`src/rtl/tagged_fifo_pkg.sv`:
```
// Shared definitions for the tagged-record FIFO: default field sizes, the
// legacy fixed-width record layout, and small helpers for building records,
// printing them and sizing pointers.
package tagged_fifo_pkg;

    localparam int TAG_W_DEF  = 8;
    localparam int DATA_W_DEF = 32;
    localparam int DEPTH_DEF  = 4;

    // Default record layout, field order {valid, tag, data}.
    typedef struct packed {
        logic                  valid;
        logic [TAG_W_DEF-1:0]  tag;
        logic [DATA_W_DEF-1:0] data;
    } tagged_rec_t;

    function automatic tagged_rec_t make_rec(
        input logic                  valid,
        input logic [TAG_W_DEF-1:0]  tag,
        input logic [DATA_W_DEF-1:0] data
    );
        tagged_rec_t rec;
        rec.valid = valid;
        rec.tag   = tag;
        rec.data  = data;
        return rec;
    endfunction

    // Human-readable form of a record, for use in log messages.
    function automatic string rec_to_string(input tagged_rec_t rec);
        return $sformatf("Valid=%0h tag=%02h data=%08h", rec.valid, rec.tag, rec.data);
    endfunction

    // Pointer width for a DEPTH-entry store; never narrower than one bit.
    function automatic int ptr_width(input int depth);
        return (depth > 1) ? $clog2(depth) : 1;
    endfunction

endpackage

```
`src/rtl/tagged_fifo_ptr.sv`:
```
// Wrap-around index for a DEPTH-entry store: advances on inc_i, returns to 0
// after DEPTH-1 (DEPTH need not be a power of two), and clears on clr_i.
module tagged_fifo_ptr
    import tagged_fifo_pkg::*;
#(
    parameter int DEPTH = DEPTH_DEF,
    parameter int PTR_W = ptr_width(DEPTH)
) (
    input  logic             clk,
    input  logic             rst,
    input  logic             inc_i,
    input  logic             clr_i,
    output logic [PTR_W-1:0] ptr_o
);

    logic [PTR_W-1:0] ptr_q;
    logic [PTR_W-1:0] ptr_d;

    // Next index: clear wins over advance; explicit wrap at the last entry.
    always_comb begin
        ptr_d = ptr_q;
        if (clr_i) begin
            ptr_d = '0;
        end else if (inc_i) begin
            if (ptr_q == PTR_W'(DEPTH - 1)) begin
                ptr_d = '0;
            end else begin
                ptr_d = ptr_q + 1'b1;
            end
        end
    end

    // Index register with synchronous reset.
    always_ff @(posedge clk) begin
        if (rst) begin
            ptr_q <= '0;
        end else begin
            ptr_q <= ptr_d;
        end
    end

    assign ptr_o = ptr_q;

endmodule

```
`src/rtl/tagged_fifo.sv`:
```
// Elastic buffer of tagged records with valid/ready on both sides,
// first-word fall-through head, a single-tag drop filter, synchronous flush,
// and a saturating count of filtered records.
module tagged_fifo
    import tagged_fifo_pkg::*;
#(
    parameter int TAG_W      = TAG_W_DEF,
    parameter int DATA_W     = DATA_W_DEF,
    parameter int DEPTH      = DEPTH_DEF,
    parameter int DROP_CNT_W = 16
) (
    input  logic                       clk,
    input  logic                       rst,
    input  logic                       in_valid,
    output logic                       in_ready,
    input  logic [TAG_W-1:0]           in_tag,
    input  logic [DATA_W-1:0]          in_data,
    output logic                       out_valid,
    input  logic                       out_ready,
    output logic [TAG_W-1:0]           out_tag,
    output logic [DATA_W-1:0]          out_data,
    input  logic                       flush,
    input  logic                       drop_en,
    input  logic [TAG_W-1:0]           drop_tag,
    output logic [$clog2(DEPTH+1)-1:0] count,
    output logic                       full,
    output logic                       empty,
    output logic [DROP_CNT_W-1:0]      drop_cnt
);

    localparam int PTR_W = ptr_width(DEPTH);
    localparam int CNT_W = $clog2(DEPTH + 1);

    // Valid is implied by occupancy, so only tag and data are stored.
    typedef struct packed {
        logic [TAG_W-1:0]  tag;
        logic [DATA_W-1:0] data;
    } entry_t;

    entry_t                mem_q [DEPTH];
    logic [PTR_W-1:0]      wr_ptr;
    logic [PTR_W-1:0]      rd_ptr;
    logic [CNT_W-1:0]      count_q;
    logic [CNT_W-1:0]      count_d;
    logic [DROP_CNT_W-1:0] drop_cnt_q;
    logic [DROP_CNT_W-1:0] drop_cnt_d;

    logic push;
    logic drop_hit;
    logic store;
    logic pop;

    assign full      = (count_q == CNT_W'(DEPTH));
    assign empty     = (count_q == '0);
    assign in_ready  = !full && !rst;
    assign out_valid = !empty;

    // A push into a flush cycle is acknowledged but neither stored nor
    // counted as filtered; a pop in a flush cycle has no effect either.
    assign push     = in_valid && in_ready;
    assign drop_hit = push && drop_en && (in_tag == drop_tag);
    assign store    = push && !drop_hit && !flush;
    assign pop      = out_valid && out_ready && !flush;

    tagged_fifo_ptr #(
        .DEPTH (DEPTH),
        .PTR_W (PTR_W)
    ) u_wr_ptr (
        .clk   (clk),
        .rst   (rst),
        .inc_i (store),
        .clr_i (flush),
        .ptr_o (wr_ptr)
    );

    tagged_fifo_ptr #(
        .DEPTH (DEPTH),
        .PTR_W (PTR_W)
    ) u_rd_ptr (
        .clk   (clk),
        .rst   (rst),
        .inc_i (pop),
        .clr_i (flush),
        .ptr_o (rd_ptr)
    );

    // Occupancy and filter-count next state; flush empties but keeps drop_cnt.
    always_comb begin
        count_d    = count_q;
        drop_cnt_d = drop_cnt_q;
        if (flush) begin
            count_d = '0;
        end else begin
            if (store && !pop) begin
                count_d = count_q + 1'b1;
            end else if (pop && !store) begin
                count_d = count_q - 1'b1;
            end
            if (drop_hit && (drop_cnt_q != '1)) begin
                drop_cnt_d = drop_cnt_q + 1'b1;
            end
        end
    end

    // Occupancy and filter-count registers.
    always_ff @(posedge clk) begin
        if (rst) begin
            count_q    <= '0;
            drop_cnt_q <= '0;
        end else begin
            count_q    <= count_d;
            drop_cnt_q <= drop_cnt_d;
        end
    end

    // Entry storage; cleared on reset so the idle head reads as zero.
    always_ff @(posedge clk) begin
        if (rst) begin
            for (int i = 0; i < DEPTH; i++) begin
                mem_q[i] <= '0;
            end
        end else if (store) begin
            mem_q[wr_ptr] <= '{tag: in_tag, data: in_data};
        end
    end

    assign out_tag  = mem_q[rd_ptr].tag;
    assign out_data = mem_q[rd_ptr].data;
    assign count    = count_q;
    assign drop_cnt = drop_cnt_q;

endmodule

```
`config.mk`:
```
export PLATFORM = sky130hd
export DESIGN_NAME = tagged_fifo
export DESIGN_NICKNAME = d
export VERILOG_FILES = /design/src/rtl/tagged_fifo_pkg.sv /design/src/rtl/tagged_fifo_ptr.sv /design/src/rtl/tagged_fifo.sv
export SDC_FILE = /design/constraint.sdc
export NUM_CORES = 1
export LEC_CHECK = 0
export ABC_AREA = 1
export CAP_MARGIN = 10
export CORE_AREA = 2 2 124 126
export CTS_CLUSTER_DIAMETER = 80
export DETAILED_ROUTE_END_ITERATION = 10
export DIE_AREA = 0 0 126 128
export GPL_ROUTABILITY_DRIVEN = 0
export PLACE_DENSITY = 0.85
export SLEW_MARGIN = 20
export SYNTH_ARGS = -nofsm -noshare
export SYNTH_HDL_FRONTEND = slang
export SYNTH_SLANG_ARGS = --single-unit
export TNS_END_PERCENT = 10
```
`constraint.sdc`:
```
create_clock -name clk -period 9.3 [get_ports clk]
set_input_delay 1.395 -clock clk [delete_from_list [all_inputs] [get_ports clk]]
set_output_delay 1.395 -clock clk [all_outputs]
set_load 0.1 [all_outputs]
```
### Yosys cells after proc, flatten, opt, wreduce, memory -nomap -nowiden

Memory sizes are Yosys's and may differ from the RTL's. A register that Yosys moved wholly into a read port is not among the register bits.
Cells that the tools add are included.

* $add $sub $neg: 5
* reductions and logical operators: 23
* eq/ne operators: 5
* multiplexer cells: 14
* bitwise operators: 1

Operator list (count)
* $mux W40: 1
* $reduce_or A40 Y1: 1
* $add A16 B1 Y16 const B: 1
* $ne A16 B16 Y1 const B: 1
* $logic_and A1 B1 Y1: 11
* $mux W2: 5
* $eq A8 B8 Y1: 1
* $logic_not A1 Y1: 7
* $mux W1: 6
* $mux W3: 2
* $add A2 B1 Y2 const B: 2
* $eq A2 B2 Y1 const B: 2
* $add A3 B1 Y3 const B: 1
* $eq A3 B3 Y1 const B: 1
* $logic_not A3 Y1: 1
* $sub A3 B1 Y3 const B: 1
* $reduce_and A2 Y1: 1
* $reduce_bool A2 Y1: 1
* $reduce_or A2 Y1: 1
* $not A1 Y1: 1

* flip-flop bits (word level): 23
* bits of input ports: 54
* memories kept: 1
* bits in writable memories: 160

Memories
* mem_q: words 4, bits a word 40, read ports 1, clocked after memory_dff 1, wr ports 4, RTL line tagged_fifo.sv:40 `entry_t mem_q [DEPTH];`

### Logic depth before layout (Yosys ltp)

Gate-level depths: netlist of run 1.

* depth in word-level cells: 14
* gate-level depth with buffers: 17
* gate-level depth less buffers: 16

### Modules after synthesis

A second synthesis of run 1 with hierarchy kept.

* cell total of the unflattened synthesis: 923
* area total of the unflattened synthesis: 8680.8 um^2

By module, submodules not included
* tagged_fifo: area each 8485.6 um^2, cells an instance 895, instances 1, sequential area each 5185.0 um^2
* tagged_fifo_ptr: area each 97.6 um^2, cells an instance 14, instances 2, sequential area each 40.0 um^2

### Least setup slack after synthesis of run 1

No wires, ideal clock.

* path type: register to register
* start point: register count_q[0], in the netlist count[0]
* end point: register count_q[2], in the netlist count[2]
* path buffers: 0
* arrival: 5.616 ns
* setup time: 0.122 ns
* stages on the path, launching flop included: 11
* path slack: 3.562 ns
* period minus slack after synthesis: 5.738 ns
* path through: dfxtp_1 nor3_1 inv_1 nand3_1 ha_1 inv_1 fa_1 a21oi_1 o21ai_0 o21ai_0 a21oi_1

* elaborated cells on any way between the ends: 22
* classes of those cells: 2 x add/sub; 1 x eq/ne; 2 x mux; 17 x reduce/logical

RTL lines
* start: declaration: RTL line tagged_fifo.sv:43 `logic [CNT_W-1:0] count_q;`
* start signal: assignment: RTL line tagged_fifo.sv:111 `count_q <= count_d;`
* $logic_not A3 Y1 *: RTL line tagged_fifo.sv:54 `assign empty = (count_q == '0);`
* net empty: RTL line tagged_fifo.sv:27 `output logic empty,`
* $logic_not A1 Y1 *: RTL line tagged_fifo.sv:56 `assign out_valid = !empty;`
* net out_valid: RTL line tagged_fifo.sv:18 `output logic out_valid,`
* $logic_and A1 B1 Y1 * (2 in a row): RTL line tagged_fifo.sv:63 `assign pop = out_valid && out_ready && !flush;`
* $logic_not A1 Y1: RTL line tagged_fifo.sv:94 `if (store && !pop) begin`
* $logic_and A1 B1 Y1: RTL line tagged_fifo.sv:94
* $mux W3 / $reduce_bool A2 Y1 (equally long branches)

Mark *: on every way through the listed nets, which the timed path passes. The rest lies on a longest branch. The select of a mux whose other input is x is not followed.
A chain may end at the register's enable or synchronous reset.

==> flow_metrics.env, run 1 <==
export IMPL_vias_per_cell=5.57
export IMPL_num_vias=6912
export IMPL_hold_end="count[2]"
export IMPL_routed_wl_um=20700
export IMPL_syn2layout_area_growth_pct=20.6
export IMPL_antennaDiodeCount=0
export IMPL_p_leak_nw=4.39
export IMPL_synth_seq_cells=185
export IMPL_peakVddDrop_mv=0.110
export IMPL_slowest_stage="clkdlybuf4s50_1"
export IMPL_netlist_area_mm2=0.00871
export IMPL_tns_ns=0
export IMPL_grt_usage=0.262
export IMPL_intPower_mw=1.43
export IMPL_synth_warnings=0
export IMPL_final_cell_mix="256 x nor2_1, 160 x edfxtp_1, 129 x nand2_1, 116 x inv_1, 116 x clkdlybuf4s50_1"
export IMPL_dr_pass1_iters=7
export IMPL_ios=117
export IMPL_cpPeakStageDelay_ns=1.20
export IMPL_synth_edf_count=160
export IMPL_clock_sinks=185
export IMPL_synthArstFlopShare=0
export IMPL_cap_violations=0
export IMPL_end_kind="output port"
export IMPL_pwr_share_clk=0.370
export IMPL_ctsRootBufferMaster="clkbuf_16"
export IMPL_worstSkewPairLatency_ns=0.43
export IMPL_die_height_um=128
export IMPL_worst_pin_slew_ns=1.11
export IMPL_setup_ws_ns=4.18
export IMPL_hold_viol=0
export IMPL_worst_r2r_startpoint="count[1]"
export IMPL_holdBufCountCts=0
export IMPL_antenna_left=0
export IMPL_grt_overflow=0
export IMPL_fin_nets=1100
export IMPL_ff_latch_area_mm2=0.00531
export IMPL_grt_pass1_vias=6873
export IMPL_syn_nets=1004
export IMPL_ctsResizeCount=0
export IMPL_coreArea_mm2=0.0149
export IMPL_nFillCells=1115
export IMPL_crit_chain="buf_4, inv_2, buf_4, o21ai_0, o22ai_1, clkdlybuf4s50_1"
export IMPL_power_switching_share=0.278
export IMPL_post_dp_hpwl_um=12200
export IMPL_max_slew_margin_rel=0.260
export IMPL_crit_path_frequent_cell="buf_4"
export IMPL_setup_viol=0
export IMPL_finalPower_mw=1.99
export IMPL_period_share=0.550
export IMPL_htreeDepth=4
export IMPL_routedWlPerCell_um=16.7
export IMPL_synthTopCellsByArea="edfxtp_1 55%, nor2_1 11%, dfxtp_1 5.7%"
export IMPL_die_w_um=126
export IMPL_final_common_cell="nor2_1"
export IMPL_antenna_found_initial=0
export IMPL_drcViolationCount=0
export IMPL_cts_made_buffers=17
export IMPL_clk_path_buf_depth=2
export IMPL_fin_crit_ns=5.12
export IMPL_rr_endpoint="mem_q[1][24]"
export IMPL_start_util=0.586
export IMPL_p_seq_frac=0.477
export IMPL_postCtsSetupRepairBufs=0
export IMPL_synth_distinct_cells=27
export IMPL_synth_top_area_share=0.552
export IMPL_grt_pass1_wl_um=33100
export IMPL_grt_max_degree=82
export IMPL_p_sw_uw=552
export IMPL_start_kind="flop"
export IMPL_clkTransAtPathRegs_ns=0.07
export IMPL_synthFlopType="edfxtp_1"
export IMPL_outcome="finished clean"
export IMPL_clock_fmax_mhz=195
export IMPL_synthCells=945
export IMPL_holdWs_ns=0.519
export IMPL_netlist_top_cell_by_area="edfxtp_1"
export IMPL_cp_num_cells=6
export IMPL_combinationalPowerShare=0.153
export IMPL_dp_slack_ns=4.34
export IMPL_cp_max_fo=81
export IMPL_rsz0062_at_grt="false"
export IMPL_yosysSeqAreaShare=0.609
export IMPL_rows=45
export IMPL_crit_type="reg2out"
export IMPL_cp_arrival_ns=3.72
export IMPL_fin_util=0.707
export IMPL_critical_path_buf_inv_count=4
export IMPL_rr_worst_depth=9
export IMPL_drv_slew=0
export IMPL_critical_path_top_delay_family="buffers and inverters"
export IMPL_finClkSkew_ns=0.00898
export IMPL_drive_gt1_frac=0.0598
export IMPL_cts_tree="yes"
export IMPL_hold_start="count[2]"
export IMPL_drtIter0Drc=679
export IMPL_dieArea_mm2=0.0161
export IMPL_multi_input_area_mm2=0.00270
export IMPL_synth_avg_cell_area_um2=9.22
export IMPL_hold_path_depth=2
export IMPL_crit_required_ns=7.91
export IMPL_portBuffers=116
export IMPL_rrSetupSlack_ns=6.19
export IMPL_worst_hold_path_type="reg2reg"
export IMPL_power_density_mw_per_mm2=189
power by group through the flow:
| stage | clock (mW) | combinational (mW) | sequential, mW |
|---|---|---|---|
| after floorplan | 0 | 0.210 | 0.966 |
| after global placement | 0 | 0.298 | 0.963 |
| after detailed placement | 0 | 0.302 | 0.965 |
| after CTS | 0.738 | 0.303 | 0.947 |
| after global routing | 0.769 | 0.319 | 0.949 |
| final | 0.735 | 0.304 | 0.947 |
worst min-delay path, delay by kind of cell, from the launching register on:
kind	cells	cell delay (ns)
compound gates	1	0.06
flops	1	0.34
buf+inv	1	0.07
stage by stage:
stage                     cell area [µm²]  std cells
after detailed placement             9900       1210
after global routing                10500       1242
after global placement               9900       1210
final                               10500       1242
after floorplan                      8710        945
after CTS                           10500       1242
cell usage after synthesis (2+ instances only):
library cell and n:
nand2_1 133, nor2_2 2, o22ai_1 40, nand3_1 13
xnor2_1 2, inv_2 5, edfxtp_1 160, buf_6 13
ha_1 4, nand4_1 14, nor3_1 4, a21oi_1 20
clkbuf_1 29, buf_4 2, dfxtp_1 25, nand3_2 3
nand2_4 3, nor2_4 4, inv_1 116, o21ai_0 88
nor2_1 256, nand2_2 4
flip-flops by register name (all words and copies together), names as in the netlist, named ones only:
name / flops
mem_q: 160
drop_cnt: 16
count: 3
u_rd_ptr.ptr_o: 2
u_wr_ptr.ptr_o: 2
per-layer routing:
layer	vias up	wire, µm	global-route usage
met3	35	1420	0.0522
met1	3295	8200	0.314
met5	-	0	0
met4	0	404	0.109
li1	3300	-	-
met2	282	10700	0.465
worst max path at each step:
stage | slack (ns) | endpoint | startpoint
final | 4.18 | out_tag[4] | flop
after global routing | 3.95 | out_tag[4] | flop
after CTS | 4.15 | out_data[22] | flop
after detailed placement | 4.34 | in_ready | rst
after global placement | 4.35 | in_ready | rst
after floorplan | 3.56 | count[2] | count[0]
area by class of cell:
cell class / count / area share
multi-input cells: 593 / 0.257
inverters: 123 / 0.0442
clock buffers: 17 / 0.0405
clock inverters: 15 / 0.0164
flip-flops and latches: 185 / 0.505
well taps: 188 / 0.0224
repair buffers: 121 / 0.114
logic make-up after synthesis:
kind of cell | synth area share
AOI/OAI and AO/OA | 0.0914
xor gates and xnor gates | 0.00302
adders and majority gates | 0.00804
buffers and inverters | 0.0843
DFF | 0.609
and+or+nand+nor | 0.204
(Power assumes the default switching activity.)
==> run 2: changes to the inputs <==
--- a/config.mk
+++ b/config.mk
@@ -7,12 +7,12 @@
 export LEC_CHECK = 0
 export ABC_AREA = 1
 export CAP_MARGIN = 10
-export CORE_AREA = 2 2 124 126
+export CORE_AREA = 2 2 129 131
 export CTS_CLUSTER_DIAMETER = 80
 export DETAILED_ROUTE_END_ITERATION = 10
-export DIE_AREA = 0 0 126 128
+export DIE_AREA = 0 0 131 133
 export GPL_ROUTABILITY_DRIVEN = 0
-export PLACE_DENSITY = 0.85
+export PLACE_DENSITY = 0.79
 export SLEW_MARGIN = 20
 export SYNTH_ARGS = -nofsm -noshare
 export SYNTH_HDL_FRONTEND = slang
==> constraint.sdc (replaced) <==
create_clock -name clk -period 5.15 [get_ports clk]
set_input_delay 0.7725 -clock clk [delete_from_list [all_inputs] [get_ports clk]]
set_output_delay 0.7725 -clock clk [all_outputs]
set_load 0.1 [all_outputs]
==> flow_metrics.env, run 2 (synthesized netlist as in run 1, its figures left out) <==
export IMPL_cp_max_fo=51
export IMPL_setup_viol=0
export IMPL_final_common_cell="nor2_1"
export IMPL_ios=117
export IMPL_ctsResizeCount=0
export IMPL_cp_arrival_ns=3.24
export IMPL_clock_fmax_mhz=249
export IMPL_ff_latch_area_mm2=0.00531
export IMPL_crit_type="reg2out"
export IMPL_period_share=0.779
export IMPL_grt_pass1_vias=6606
export IMPL_rr_endpoint="mem_q[0][28]"
export IMPL_ctsRootBufferMaster="clkbuf_16"
export IMPL_post_dp_hpwl_um=12400
export IMPL_multi_input_area_mm2=0.00270
export IMPL_dr_pass1_iters=5
export IMPL_cap_violations=0
export IMPL_fin_nets=1101
export IMPL_peakVddDrop_mv=0.249
export IMPL_rows=47
export IMPL_largest_reg_flops=160
export IMPL_rsz0062_at_grt="false"
export IMPL_worst_hold_path_type="reg2reg"
export IMPL_htreeDepth=4
export IMPL_hold_path_depth=2
export IMPL_clkTransAtPathRegs_ns=0.07
export IMPL_postCtsSetupRepairBufs=0
export IMPL_max_slew_margin_rel=0.286
export IMPL_pwr_share_clk=0.389
export IMPL_worst_r2r_startpoint="count[1]"
export IMPL_crit_required_ns=4.38
export IMPL_rrSetupSlack_ns=2.08
export IMPL_syn2layout_area_growth_pct=21.0
export IMPL_routedWlPerCell_um=16.0
export IMPL_final_cell_mix="256 x nor2_1, 160 x edfxtp_1, 129 x nand2_1, 115 x inv_1, 88 x clkdlybuf4s50_1"
export IMPL_cts_made_buffers=17
export IMPL_grt_max_degree=58
export IMPL_drv_slew=0
export IMPL_grt_pass1_wl_um=31700
export IMPL_start_kind="flop"
export IMPL_p_seq_frac=0.465
export IMPL_antennaDiodeCount=0
export IMPL_hold_start="drop_cnt[15]"
export IMPL_hold_end="drop_cnt[15]"
export IMPL_dieArea_mm2=0.0174
export IMPL_vias_per_cell=5.34
export IMPL_holdBufCountCts=0
export IMPL_outcome="finished clean"
export IMPL_p_leak_nw=4.46
export IMPL_antenna_found_initial=0
export IMPL_worst_pin_slew_ns=1.06
export IMPL_cts_tree="yes"
export IMPL_hold_viol=0
export IMPL_die_w_um=131
export IMPL_drtIter0Drc=584
export IMPL_portBuffers=116
export IMPL_combinationalPowerShare=0.147
export IMPL_regMostFlops="mem_q"
export IMPL_fin_util=0.652
export IMPL_nFillCells=1215
export IMPL_tns_ns=0
export IMPL_routed_wl_um=20300
export IMPL_grt_overflow=0
export IMPL_fin_area_mm2=0.0105
export IMPL_worstSkewPairLatency_ns=0.43
export IMPL_num_vias=6812
export IMPL_fin_crit_ns=4.01
export IMPL_power_switching_share=0.271
export IMPL_end_kind="output port"
export IMPL_antenna_left=0
export IMPL_place_area_mm2=0.00989
export IMPL_intPower_mw=2.68
export IMPL_grt_usage=0.238
export IMPL_power_density_mw_per_mm2=349
export IMPL_coreArea_mm2=0.0162
export IMPL_clk_path_buf_depth=2
export IMPL_drive_gt1_frac=0.0900
export IMPL_die_height_um=133
export IMPL_finClkSkew_ns=0.00652
export IMPL_drcViolationCount=0
export IMPL_p_sw_uw=999
export IMPL_start_util=0.539
export IMPL_rr_worst_depth=9
export IMPL_clock_sinks=185
export IMPL_holdWs_ns=0.520
[run 2: metrics by stage]
step | total power, mW | worst slack [ns] | cells
6_report | 3.68 | 1.14 | 1275
5_1_grt | 3.77 | 0.939 | 1275
4_1_cts | 3.68 | 1.12 | 1275
3_5_place_dp | 2.28 | 1.09 | 1243
3_3_place_gp | 2.27 | 1.19 | 1243
2_1_floorplan | 2.12 | 0.0882 | 945
[run 2: worst max path at each step]
| stage | from | slack, ns | depth (start not counted) | endpoint |
|---|---|---|---|---|
| floorplan | count[0] | 0.09 | 6 | mem_q[2][0] |
| global placement | rst | 1.19 | 9 | mem_q[0][13] |
| detailed placement | rst | 1.09 | 9 | mem_q[0][14] |
| CTS | flop | 1.12 | 4 | out_data[20] |
| global route | flop | 0.94 | 4 | out_data[12] |
| finish | flop | 1.14 | 4 | out_data[20] |
[run 2: final cells by class]
cell class / instances / share of cell area
sequential: 185 / 0.503
multi-input combinational: 593 / 0.256
timing repair buffer: 122 / 0.109
tap: 220 / 0.0261
clock inverter: 14 / 0.0208
clock buffer: 18 / 0.0407
inverter: 123 / 0.0440
[run 2: power by group through the flow]
stage	Combinational, mW	Sequential (mW)	Clock [mW]
after floorplan	0.379	1.74	0
after global placement	0.533	1.74	0
after detailed placement	0.537	1.74	0
after CTS	0.540	1.71	1.43
after global routing	0.568	1.72	1.48
final	0.541	1.71	1.43
[run 2: critical path, cell delays in order (launching register included)]
cell,delay [ns]
dfxtp_2,0.47
inv_2,0.69
o21ai_0,0.17
o22ai_1,0.26
clkdlybuf4s50_1,1.19
[run 2: metal layers]
metal,wire [µm],part of all wire,track usage,vias to the layer above
li1,-,-,-,3299
met1,8130,0.40,0.292,3168
met2,10200,0.50,0.405,296
met3,1420,0.070,0.0465,49
met4,587,0.029,0.104,0
met5,0,0,0,-
